<file path="config.mk">
export PLATFORM = sky130hd
export DESIGN_NAME = ps2_key_controller
export DESIGN_NICKNAME = d
export VERILOG_FILES = /design/src/rtl/ps2_key_controller.sv
export SDC_FILE = /design/constraint.sdc
export NUM_CORES = 1
export LEC_CHECK = 0
export CORE_MARGIN = 2
export CORE_UTILIZATION = 55
export DETAILED_ROUTE_END_ITERATION = 16
export PLACE_DENSITY = 0.77
export RECOVER_POWER = 50
export SLEW_MARGIN = 20
export SYNTH_ARGS = -nofsm -noshare
export SYNTH_HDL_FRONTEND = slang
export SYNTH_SLANG_ARGS = --single-unit
</file>
<file path="constraint.sdc">
create_clock -name clk -period 5.1 [get_ports clk]
set_input_delay 0.51 -clock clk [delete_from_list [all_inputs] [get_ports clk]]
set_output_delay 0.51 -clock clk [all_outputs]
set_load 0.02 [all_outputs]
</file>
<file path="src/rtl/ps2_key_controller.sv">
// ---------------------------------------------------------------------------
// ps2_key_controller
//
// Converts PS/2 set-2 scan-code bytes into ASCII key events. A small decoder
// FSM tracks the break (0xF0) and extended (0xE0) prefixes. Mapped make codes
// are translated to ASCII and written into a first-word-fall-through FIFO.
// The CPU drains the FIFO with a valid/acknowledge handshake.
//
// Optional feature: define PS2_KBD_SHIFT_EN to track the shift keys
// (0x12 / 0x59). Letters are then lowercase unless shift is held, and digits
// map to their shifted symbols while shift is held. Without the macro,
// letters are always uppercase, digits are always digits, and shiftActive
// is tied to 0.
//
// Parameters
//   DEPTH      FIFO entries, power of two, 2..64
//   WORD_SIZE  width of rdData (>= 8); the character is zero-extended
//
// Ports
//   clk          system clock, rising edge
//   rst          synchronous active-high reset
//   inValid      one-cycle strobe, a received byte is on inByte
//   inByte       received scan-code byte
//   inError      qualifies inValid: parity/framing error, byte is dropped
//   rdValid      FIFO not empty, rdData holds the oldest character
//   rdData       oldest character, zero-extended (0 when empty)
//   rdAck        pops the head, ignored when rdValid = 0
//   count        current FIFO occupancy, 0..DEPTH
//   errSticky    set by an inError byte
//   ovfSticky    set when a character is dropped on a full FIFO
//   errClr       clears both sticky flags (a same-cycle set wins)
//   shiftActive  current shift state
// ---------------------------------------------------------------------------

package gc;
  parameter int WORD_SIZE = 16;
endpackage

module ps2_key_controller #(
  parameter int DEPTH     = 8,
  parameter int WORD_SIZE = gc::WORD_SIZE
) (
  input  logic                     clk,
  input  logic                     rst,
  input  logic                     inValid,
  input  logic [7:0]               inByte,
  input  logic                     inError,
  output logic                     rdValid,
  output logic [WORD_SIZE-1:0]     rdData,
  input  logic                     rdAck,
  output logic [$clog2(DEPTH):0]   count,
  output logic                     errSticky,
  output logic                     ovfSticky,
  input  logic                     errClr,
  output logic                     shiftActive
);

  localparam int PW = $clog2(DEPTH);
  localparam int CW = PW + 1;

  localparam logic [1:0] ST_IDLE   = 2'd0;
  localparam logic [1:0] ST_BRK    = 2'd1;
  localparam logic [1:0] ST_EXT    = 2'd2;
  localparam logic [1:0] ST_EXTBRK = 2'd3;

  // Base translation: uppercase letters, plain digits, control characters.
  // A return value of 0 marks an unmapped code.
  function automatic logic [7:0] map_code(input logic [7:0] code);
    logic [7:0] ch;
    ch = 8'h00;
    case (code)
      8'h1C: ch = 8'h41; 8'h32: ch = 8'h42; 8'h21: ch = 8'h43;
      8'h23: ch = 8'h44; 8'h24: ch = 8'h45; 8'h2B: ch = 8'h46;
      8'h34: ch = 8'h47; 8'h33: ch = 8'h48; 8'h43: ch = 8'h49;
      8'h3B: ch = 8'h4A; 8'h42: ch = 8'h4B; 8'h4B: ch = 8'h4C;
      8'h3A: ch = 8'h4D; 8'h31: ch = 8'h4E; 8'h44: ch = 8'h4F;
      8'h4D: ch = 8'h50; 8'h15: ch = 8'h51; 8'h2D: ch = 8'h52;
      8'h1B: ch = 8'h53; 8'h2C: ch = 8'h54; 8'h3C: ch = 8'h55;
      8'h2A: ch = 8'h56; 8'h1D: ch = 8'h57; 8'h22: ch = 8'h58;
      8'h35: ch = 8'h59; 8'h1A: ch = 8'h5A;
      8'h45: ch = 8'h30; 8'h16: ch = 8'h31; 8'h1E: ch = 8'h32;
      8'h26: ch = 8'h33; 8'h25: ch = 8'h34; 8'h2E: ch = 8'h35;
      8'h36: ch = 8'h36; 8'h3D: ch = 8'h37; 8'h3E: ch = 8'h38;
      8'h46: ch = 8'h39;
      8'h29: ch = 8'h20; 8'h5A: ch = 8'h0D; 8'h66: ch = 8'h08;
      default: ch = 8'h00;
    endcase
    return ch;
  endfunction

`ifdef PS2_KBD_SHIFT_EN
  // Applies the shift state to a base character.
  function automatic logic [7:0] apply_shift(input logic [7:0] ch,
                                             input logic       shift);
    logic [7:0] res;
    res = ch;
    if (ch >= 8'h41 && ch <= 8'h5A) begin
      if (!shift) res = ch + 8'h20;
    end else if (ch >= 8'h30 && ch <= 8'h39 && shift) begin
      case (ch)
        8'h30:   res = 8'h29;  // )
        8'h31:   res = 8'h21;  // !
        8'h32:   res = 8'h40;  // @
        8'h33:   res = 8'h23;  // #
        8'h34:   res = 8'h24;  // $
        8'h35:   res = 8'h25;  // %
        8'h36:   res = 8'h5E;  // ^
        8'h37:   res = 8'h26;  // &
        8'h38:   res = 8'h2A;  // *
        default: res = 8'h28;  // (
      endcase
    end
    return res;
  endfunction
`endif

  // ---------------------------------------------------------------------
  // State
  // ---------------------------------------------------------------------
  logic [1:0]    state_q, state_d;
  logic [7:0]    mem_q [DEPTH];
  logic [7:0]    mem_d [DEPTH];
  logic [PW-1:0] wr_ptr_q, wr_ptr_d;
  logic [PW-1:0] rd_ptr_q, rd_ptr_d;
  logic [CW-1:0] count_q, count_d;
  logic          err_q, err_d;
  logic          ovf_q, ovf_d;
`ifdef PS2_KBD_SHIFT_EN
  logic          shift_q, shift_d;
  logic          brk_vld;
  logic          is_shift;
`endif

  // ---------------------------------------------------------------------
  // Decoder FSM
  // ---------------------------------------------------------------------
  logic       make_vld;
  logic [7:0] base_ch;
  logic [7:0] push_ch;
  logic       push_req;

  always_comb begin
    state_d  = state_q;
    make_vld = 1'b0;
`ifdef PS2_KBD_SHIFT_EN
    brk_vld  = 1'b0;
`endif
    if (inValid) begin
      if (inError) begin
        state_d = ST_IDLE;
      end else begin
        case (state_q)
          ST_IDLE: begin
            if (inByte == 8'hE0)      state_d = ST_EXT;
            else if (inByte == 8'hF0) state_d = ST_BRK;
            else                      make_vld = 1'b1;
          end
          ST_BRK: begin
`ifdef PS2_KBD_SHIFT_EN
            brk_vld = 1'b1;
`endif
            state_d = ST_IDLE;
          end
          ST_EXT: begin
            state_d = (inByte == 8'hF0) ? ST_EXTBRK : ST_IDLE;
          end
          default: state_d = ST_IDLE;
        endcase
      end
    end
  end

  // Character generation; shift_q is the state before this byte, which is
  // correct because a character-producing make never changes shift.
  always_comb begin
    base_ch = map_code(inByte);
`ifdef PS2_KBD_SHIFT_EN
    is_shift = (inByte == 8'h12) || (inByte == 8'h59);
    push_ch  = apply_shift(base_ch, shift_q);
    shift_d  = shift_q;
    if (make_vld && is_shift) shift_d = 1'b1;
    if (brk_vld && is_shift)  shift_d = 1'b0;
`else
    push_ch  = base_ch;
`endif
    push_req = make_vld && (base_ch != 8'h00);
  end

  // ---------------------------------------------------------------------
  // FIFO and sticky flags
  // ---------------------------------------------------------------------
  logic fifo_empty;
  logic fifo_full;
  logic do_pop;
  logic do_push;
  logic ovf_evt;
  logic err_evt;

  always_comb begin
    fifo_empty = (count_q == '0);
    fifo_full  = (count_q == CW'(DEPTH));
    do_pop     = rdAck && !fifo_empty;
    // A simultaneous pop frees the slot, so a full FIFO still accepts.
    do_push    = push_req && (!fifo_full || do_pop);
    ovf_evt    = push_req && fifo_full && !do_pop;
    err_evt    = inValid && inError;

    mem_d = mem_q;
    if (do_push) mem_d[wr_ptr_q] = push_ch;

    wr_ptr_d = wr_ptr_q + PW'(do_push);
    rd_ptr_d = rd_ptr_q + PW'(do_pop);
    count_d  = count_q + CW'(do_push) - CW'(do_pop);

    err_d = err_evt || (err_q && !errClr);
    ovf_d = ovf_evt || (ovf_q && !errClr);
  end

  always_ff @(posedge clk) begin
    if (rst) begin
      state_q  <= ST_IDLE;
      wr_ptr_q <= '0;
      rd_ptr_q <= '0;
      count_q  <= '0;
      err_q    <= 1'b0;
      ovf_q    <= 1'b0;
`ifdef PS2_KBD_SHIFT_EN
      shift_q  <= 1'b0;
`endif
    end else begin
      state_q  <= state_d;
      wr_ptr_q <= wr_ptr_d;
      rd_ptr_q <= rd_ptr_d;
      count_q  <= count_d;
      err_q    <= err_d;
      ovf_q    <= ovf_d;
`ifdef PS2_KBD_SHIFT_EN
      shift_q  <= shift_d;
`endif
    end
  end

  // Storage needs no reset: rdData is gated while the FIFO is empty.
  always_ff @(posedge clk) begin
    mem_q <= mem_d;
  end

  // ---------------------------------------------------------------------
  // Outputs
  // ---------------------------------------------------------------------
  always_comb begin
    rdValid   = !fifo_empty;
    rdData    = fifo_empty ? '0 : WORD_SIZE'(mem_q[rd_ptr_q]);
    count     = count_q;
    errSticky = err_q;
    ovfSticky = ovf_q;
`ifdef PS2_KBD_SHIFT_EN
    shiftActive = shift_q;
`else
    shiftActive = 1'b0;
`endif
  end

endmodule

</file>
==> flow_summary.yaml, run 1 <==
status:
  outcome: "finished, final reports clean"
detailed_routing:
  wl_met3_um: 400
  met1_length_um: 3154
  wirelength_um: 7483
  vias: 2497
  drtIter0Drc: 182
  via_per_inst: 5.714
  drc: 0
  ant_nets: 0
  met2_length_um: 3821
  dr.max_layer_used: "met4"
  wl_per_cell_um: 17.12
  dr.pass1.iters: 5
global_route:
  grt_util_all_layers_pct: 20.99
  grt-ovfl-total: 0
  grt_pass1_vias: 2439
  antenna_found_initial: 0
  grt_pass1_wl_um: 12120
  grt_max_degree: 24
cells_and_area:
  final_common_cell: "edfxtp_1"
  drive_above_1_share_pct: 13.49
  antenna_cells: 0
  mostFrequentLayoutCells: "edfxtp_1 (56), nor2_1 (26), ha_1 (17), clkdlybuf4s50_1 (17)"
  area_growth_pct: 11.91
  nets: 368
  final.fill_count: 532
critical_path:
  worstPathArrival_ns: 4.50
  path_max_fanout: 10
  path_class: "in2reg"
  worstSetupEndpointType: "flop"
  startpoint_type: "primary input"
  cp.required_ns: 5.31
sta:
  worst_clock_skew_ns: 0.008447
  worst_pin_slew_ns: 1.007
  rsz0062_at_grt: "false"
  setup_viol: 0
  finalHoldViolations: 0
  drv_slew: 0
  fmax_mhz: 233.2
  relSlewSlack_pct: 32.77
  hold_slack_ns: 0.4706
  fin_setup_tns_ns: 0
  finalCritPeriodShare_pct: 84.07
  finalCriticalPeriod_ns: 4.287
cts:
  cts_root_buf: "clkbuf_8"
  post-cts-setup-buffers: 0
  clk_latency_ns: 0.34
  numCtsBuffers: 9
  cts_num_sinks: 70
  htree_levels: 3
  cts_hold_buf: 0
  post_cts_resized: 0
  cts_tree: "built"
  clock_path_buffers: 2
  clk_pin_slew_worst_paths_ns: 0.07
die:
  die_w_um: 88.30
  rows: 30
  start_util_pct: 57.22
  fp.coreArea_mm2: 0.006832
  io_pins: 38
  die_area_mm2: 0.007797
  die_h_um: 88.30
power:
  p_per_area_mw_per_mm2: 383.7
  peakVddDrop_v: 0.0002419
  leakagePower_nw: 1.553
yosys:
  ys_seq_elements: 70
  async_flop_share_pct: 0
  synth.distinct_cells: 64
  yosysSeqAreaShare_pct: 50.19
  yosysWarnings: 0
  syn_area_per_cell_um2: 12.45
  synthCells: 314
  synth-main-ff-cell: "edfxtp_1"
  synth-edff-count: 56
  synth.cell_area_mm2: 0.003909
place:
  place.port_buffers: 27
  routabilityCongestion: 0.8846
  dp_hpwl_um: 5207
hold_path:
  min_path_type: "reg2reg"
flow_run:
  max-cap-violations: 0
==> worst max-delay path, stage by stage <==
cell and delay, ns:
dlygate4sd3_1 0.71, inv_1 0.17, ha_1 0.36, nor2b_1 0.19
a2111oi_0 0.43, a311o_1 0.21, o21ai_2 0.15, nor3_1 0.41
a31oi_4 0.22, inv_1 0.10, ha_1 0.22, inv_1 0.06
ha_1 0.15, inv_1 0.05, fa_1 0.37, xor2_1 0.14
nor2_1 0.05
==> metrics by stage <==
stage / instance area [um2] / setup slack, ns / total power [mW] / instances / utilization (%)
2_1_floorplan: 3943 / 1.724 / 1.055 / 323 / -
3_3_place_gp: 4167 / 0.7333 / 1.208 / 421 / 60.99
3_5_place_dp: 4167 / 0.6210 / 1.222 / 421 / 60.99
4_1_cts: 4387 / 0.9741 / 1.703 / 437 / 64.21
5_1_grt: 4374 / 0.4210 / 1.766 / 437 / 64.03
6_report: 4374 / 0.8125 / 1.678 / 437 / 64.03
==> registers in the layout (all words and copies together) (netlist names) <==
| signal | count |
|---|---|
| mem_q | 56 |
| count | 4 |
| ovfSticky | 1 |
| state_q | 2 |
| rd_ptr_q | 3 |
| errSticky | 1 |
| wr_ptr_q | 3 |
==> cell usage after synthesis (3+ instances only) <==
cell / instances / area share, %
a211oi_1: 3 / 0.58
dfxtp_1: 14 / 7.2
o21ai_0: 8 / 1.0
ha_1: 17 / 5.4
nand2b_1: 9 / 1.4
o31ai_1: 3 / 0.58
and4b_1: 3 / 0.77
edfxtp_1: 56 / 43
mux4_2: 16 / 9.2
nor2_1: 26 / 2.5
xnor2_1: 3 / 0.67
nor2b_1: 15 / 2.4
buf_2: 7 / 0.90
nand2_1: 14 / 1.3
and2_1: 3 / 0.48
nand3_1: 4 / 0.51
clkbuf_1: 6 / 0.58
and3_1: 3 / 0.48
buf_4: 11 / 2.1
a21oi_1: 16 / 2.0
mux2i_1: 10 / 2.6
buf_6: 3 / 0.86
inv_1: 12 / 1.2
nor3_1: 3 / 0.38
==> power by group <==
group | switching (mW) | leakage (nW) | internal, mW
logic | 0.245 | 0.824 | 0.252
clock network | 0.207 | 0.103 | 0.276
registers | 0.0564 | 0.625 | 0.642
total | 0.508 | 1.55 | 1.17
==> path summary, 6_finish.rpt <==
kind	from	endpoint	slack [ns]	depth (start not counted)
worst max register to register	count[2]$_SDFF_PP0_	count[2]$_SDFF_PP0_	1.98	16
worst min register to register	errSticky$_SDFF_PP0_	errSticky$_SDFF_PP0_	0.47	2
worst min-delay path	errSticky$_SDFF_PP0_	errSticky$_SDFF_PP0_	0.47	2
worst max-delay path	inByte[0]	count[2]$_SDFF_PP0_	0.81	17
==> logic make-up after synthesis <==
family          Yosys count  share of synthesized area, %
compound gates           55                         10.31
simple gates             96                         13.89
mux                      28                         12.36
xor+xnor                  5                         1.121
fa+ha+maj                18                         5.954
flops                    70                         50.19
buf+inv                  41                         6.081
other cells               1                       0.09594
==> area by class of cell <==
class | instances | area (um2) | share of cell area (%)
sequential | 70 | 1962 | 44.85
multi-input combinational | 212 | 1734 | 39.65
timing repair buffer | 30 | 289.0 | 6.608
clock buffer | 9 | 123.9 | 2.832
tap | 96 | 120.1 | 2.746
clock inverter | 7 | 96.34 | 2.203
inverter | 13 | 48.80 | 1.116
==> metal layers <==
| metal | vias up | track usage [%] |
|---|---|---|
| met5 | - | 0 |
| met4 | 0 | 6.336 |
| met3 | 10 | 5.504 |
| met2 | 94 | 34.65 |
| met1 | 1197 | 27.49 |
| li1 | 1196 | - |
No activity file was read; power rests on OpenSTA's default activity.
==> run 2: changes to the inputs <==
--- a/config.mk
+++ b/config.mk
@@ -6,7 +6,7 @@
 export NUM_CORES = 1
 export LEC_CHECK = 0
 export CORE_MARGIN = 2
-export CORE_UTILIZATION = 55
+export CORE_UTILIZATION = 52
 export DETAILED_ROUTE_END_ITERATION = 16
 export PLACE_DENSITY = 0.77
 export RECOVER_POWER = 50
==> constraint.sdc (replaced) <==
create_clock -name clk -period 3.7 [get_ports clk]
set_input_delay 0.37 -clock clk [delete_from_list [all_inputs] [get_ports clk]]
set_output_delay 0.37 -clock clk [all_outputs]
set_load 0.02 [all_outputs]
==> run 2 against run 1 <==
Against the previous run: clock skew rose by 0.0020 ns; cell area rose by 3.7%; non-clock buffer count rose by 18; combinational power rose by 52%; core utilization fell by 1.5 points; register-to-register slack got worse by 1.3 ns; final cell count rose by 4.8%; critical path type unchanged; critical endpoint unchanged; largest cell class unchanged.
==> flow_summary.yaml, run 2 (same netlist as run 1, synthesis figures left out) <==
die:
  io_pins: 38
  rows: 31
  die_w_um: 90.70
  start_util_pct: 53.89
  die_h_um: 90.70
  fp.coreArea_mm2: 0.007253
  die_area_mm2: 0.008226
power:
  peakVddDrop_v: 0.0002822
  leakagePower_nw: 1.651
  combPwrFrac_pct: 31.2
  seqPwrFrac_pct: 38.1
  finalPower_mw: 2.418
  p_per_area_mw_per_mm2: 532.9
  p_clk_share_pct: 30.7
  swShare_pct: 29.59
  p_int_mw: 1.702
  switchingPower_uw: 715.5
sta:
  worst_clock_skew_ns: 0.01048
  finalHoldViolations: 0
  setup_slack_ns: 0.2333
  setup_viol: 0
  rsz0062_at_grt: "false"
  finalCritPeriodShare_pct: 93.70
  fmax_mhz: 288.5
  relSlewSlack_pct: 52.37
  drv_slew: 0
  worst_pin_slew_ns: 0.7134
  finalCriticalPeriod_ns: 3.467
  fin_setup_tns_ns: 0
detailed_routing:
  drtIter0Drc: 191
  dr.pass1.iters: 4
  wirelength_um: 8130
  via_per_inst: 5.707
  drc: 0
  vias: 2614
  ant_nets: 0
  wl_per_cell_um: 17.75
status:
  outcome: "finished, final reports clean"
cts:
  clock_path_buffers: 2
  cts_root_buf: "clkbuf_8"
  post-cts-setup-buffers: 0
  post_cts_resized: 0
  cts_tree: "built"
  numCtsBuffers: 9
  htree_levels: 3
  cts_num_sinks: 70
  clk_pin_slew_worst_paths_ns: 0.08
  clk_latency_ns: 0.34
  cts_hold_buf: 0
place:
  post_dp_cell_area_mm2: 0.004318
  routabilityCongestion: 0.9590
  dp_hpwl_um: 5644
  place.port_buffers: 27
  preCtsSetupSlack_ns: -0.08241
cells_and_area:
  nets: 386
  final.fill_count: 571
  largest_reg_flops: 56
  seqCellArea_mm2: 0.001962
  area_growth_pct: 16.07
  regMostFlops: "mem_q"
  mostFrequentLayoutCells: "edfxtp_1 (56), nor2_1 (26), clkdlybuf4s50_1 (18), ha_1 (17)"
  multi_input_area_mm2: 0.001735
  antenna_cells: 0
  post-route-cell-area_mm2: 0.004537
  drive_above_1_share_pct: 16.99
  final_common_cell: "edfxtp_1"
critical_path:
  reg2reg_depth: 16
  cp.required_ns: 3.92
  path_max_fanout: 12
  path_class: "in2reg"
  startpoint_type: "primary input"
  worstSetupEndpointType: "flop"
  worstPathArrival_ns: 3.68
global_route:
  grt_max_degree: 32
  grt-ovfl-total: 0
  antenna_found_initial: 0
  grt_pass1_vias: 2549
  grt_pass1_wl_um: 13270
  grt_util_all_layers_pct: 20.98
hold_path:
  min_path_type: "reg2reg"
  min_delay_path_depth: 2
flow_run:
  max-cap-violations: 0
run 2: changes by cell type in the layout (fill, tap and decap cells not counted), sizes merged:
cell,previous run,this run
clkdlybuf4s50,17,18
clkinv,3,4
dlygate4sd3,10,9
buf,2,16
bufinv,2,3
clkinvlp,2,0
clkbuf,10,14
run 2: path summary, 6_finish.rpt:
check,from,endpoint,slack [ns]
max,inByte[3],count[2]$_SDFF_PP0_,0.23
min,errSticky$_SDFF_PP0_,errSticky$_SDFF_PP0_,0.47
max reg2reg,count[2]$_SDFF_PP0_,count[2]$_SDFF_PP0_,0.66
min reg2reg,errSticky$_SDFF_PP0_,errSticky$_SDFF_PP0_,0.47
run 2: area by class of cell:
class	count	share of cell area [%]
clock buffer	9	2.730
clock inverter	7	2.675
inverter	13	1.076
multi-input combinational	212	38.25
sequential	70	43.24
tap	99	2.730
timing repair buffer	48	9.294
run 2: stage by stage:
step	std cells	hold slack, ns	utilization, %
2_1_floorplan	323	0.4416	-
3_3_place_gp	442	0.4573	59.53
3_5_place_dp	442	0.4654	59.53
4_1_cts	458	0.4764	62.91
5_1_grt	458	0.5111	62.55
6_report	458	0.4683	62.55
run 2: metal layers:
layer  up-vias  GRT usage [%]  wire length, um
met5         -              0                0
met4         0          6.410              125
met3        13          3.840              334
met2        84          36.88             4278
met1      1278          26.30             3391
li1       1239              -                -
run 2: critical path, cell delays in order:
cell and delay, ns:
dlygate4sd3_1 0.83, clkinv_1 0.34, mux2i_1 0.19, a311o_1 0.37, o21ai_2 0.18, nor3_2 0.10
a31oi_4 0.16, inv_1 0.06, ha_1 0.26, inv_1 0.05, ha_1 0.15, inv_1 0.06
fa_1 0.37, xor2_1 0.14, nor2_1 0.05
run 2: power by group through the flow:
stage	Clock (mW)	Combinational, mW	Sequential (mW)
6_report	0.743	0.754	0.921
3_3_place_gp	0	0.751	0.939
2_1_floorplan	0	0.510	0.945
4_1_cts	0.752	0.777	0.922
3_5_place_dp	0	0.771	0.940
5_1_grt	0.783	0.826	0.927
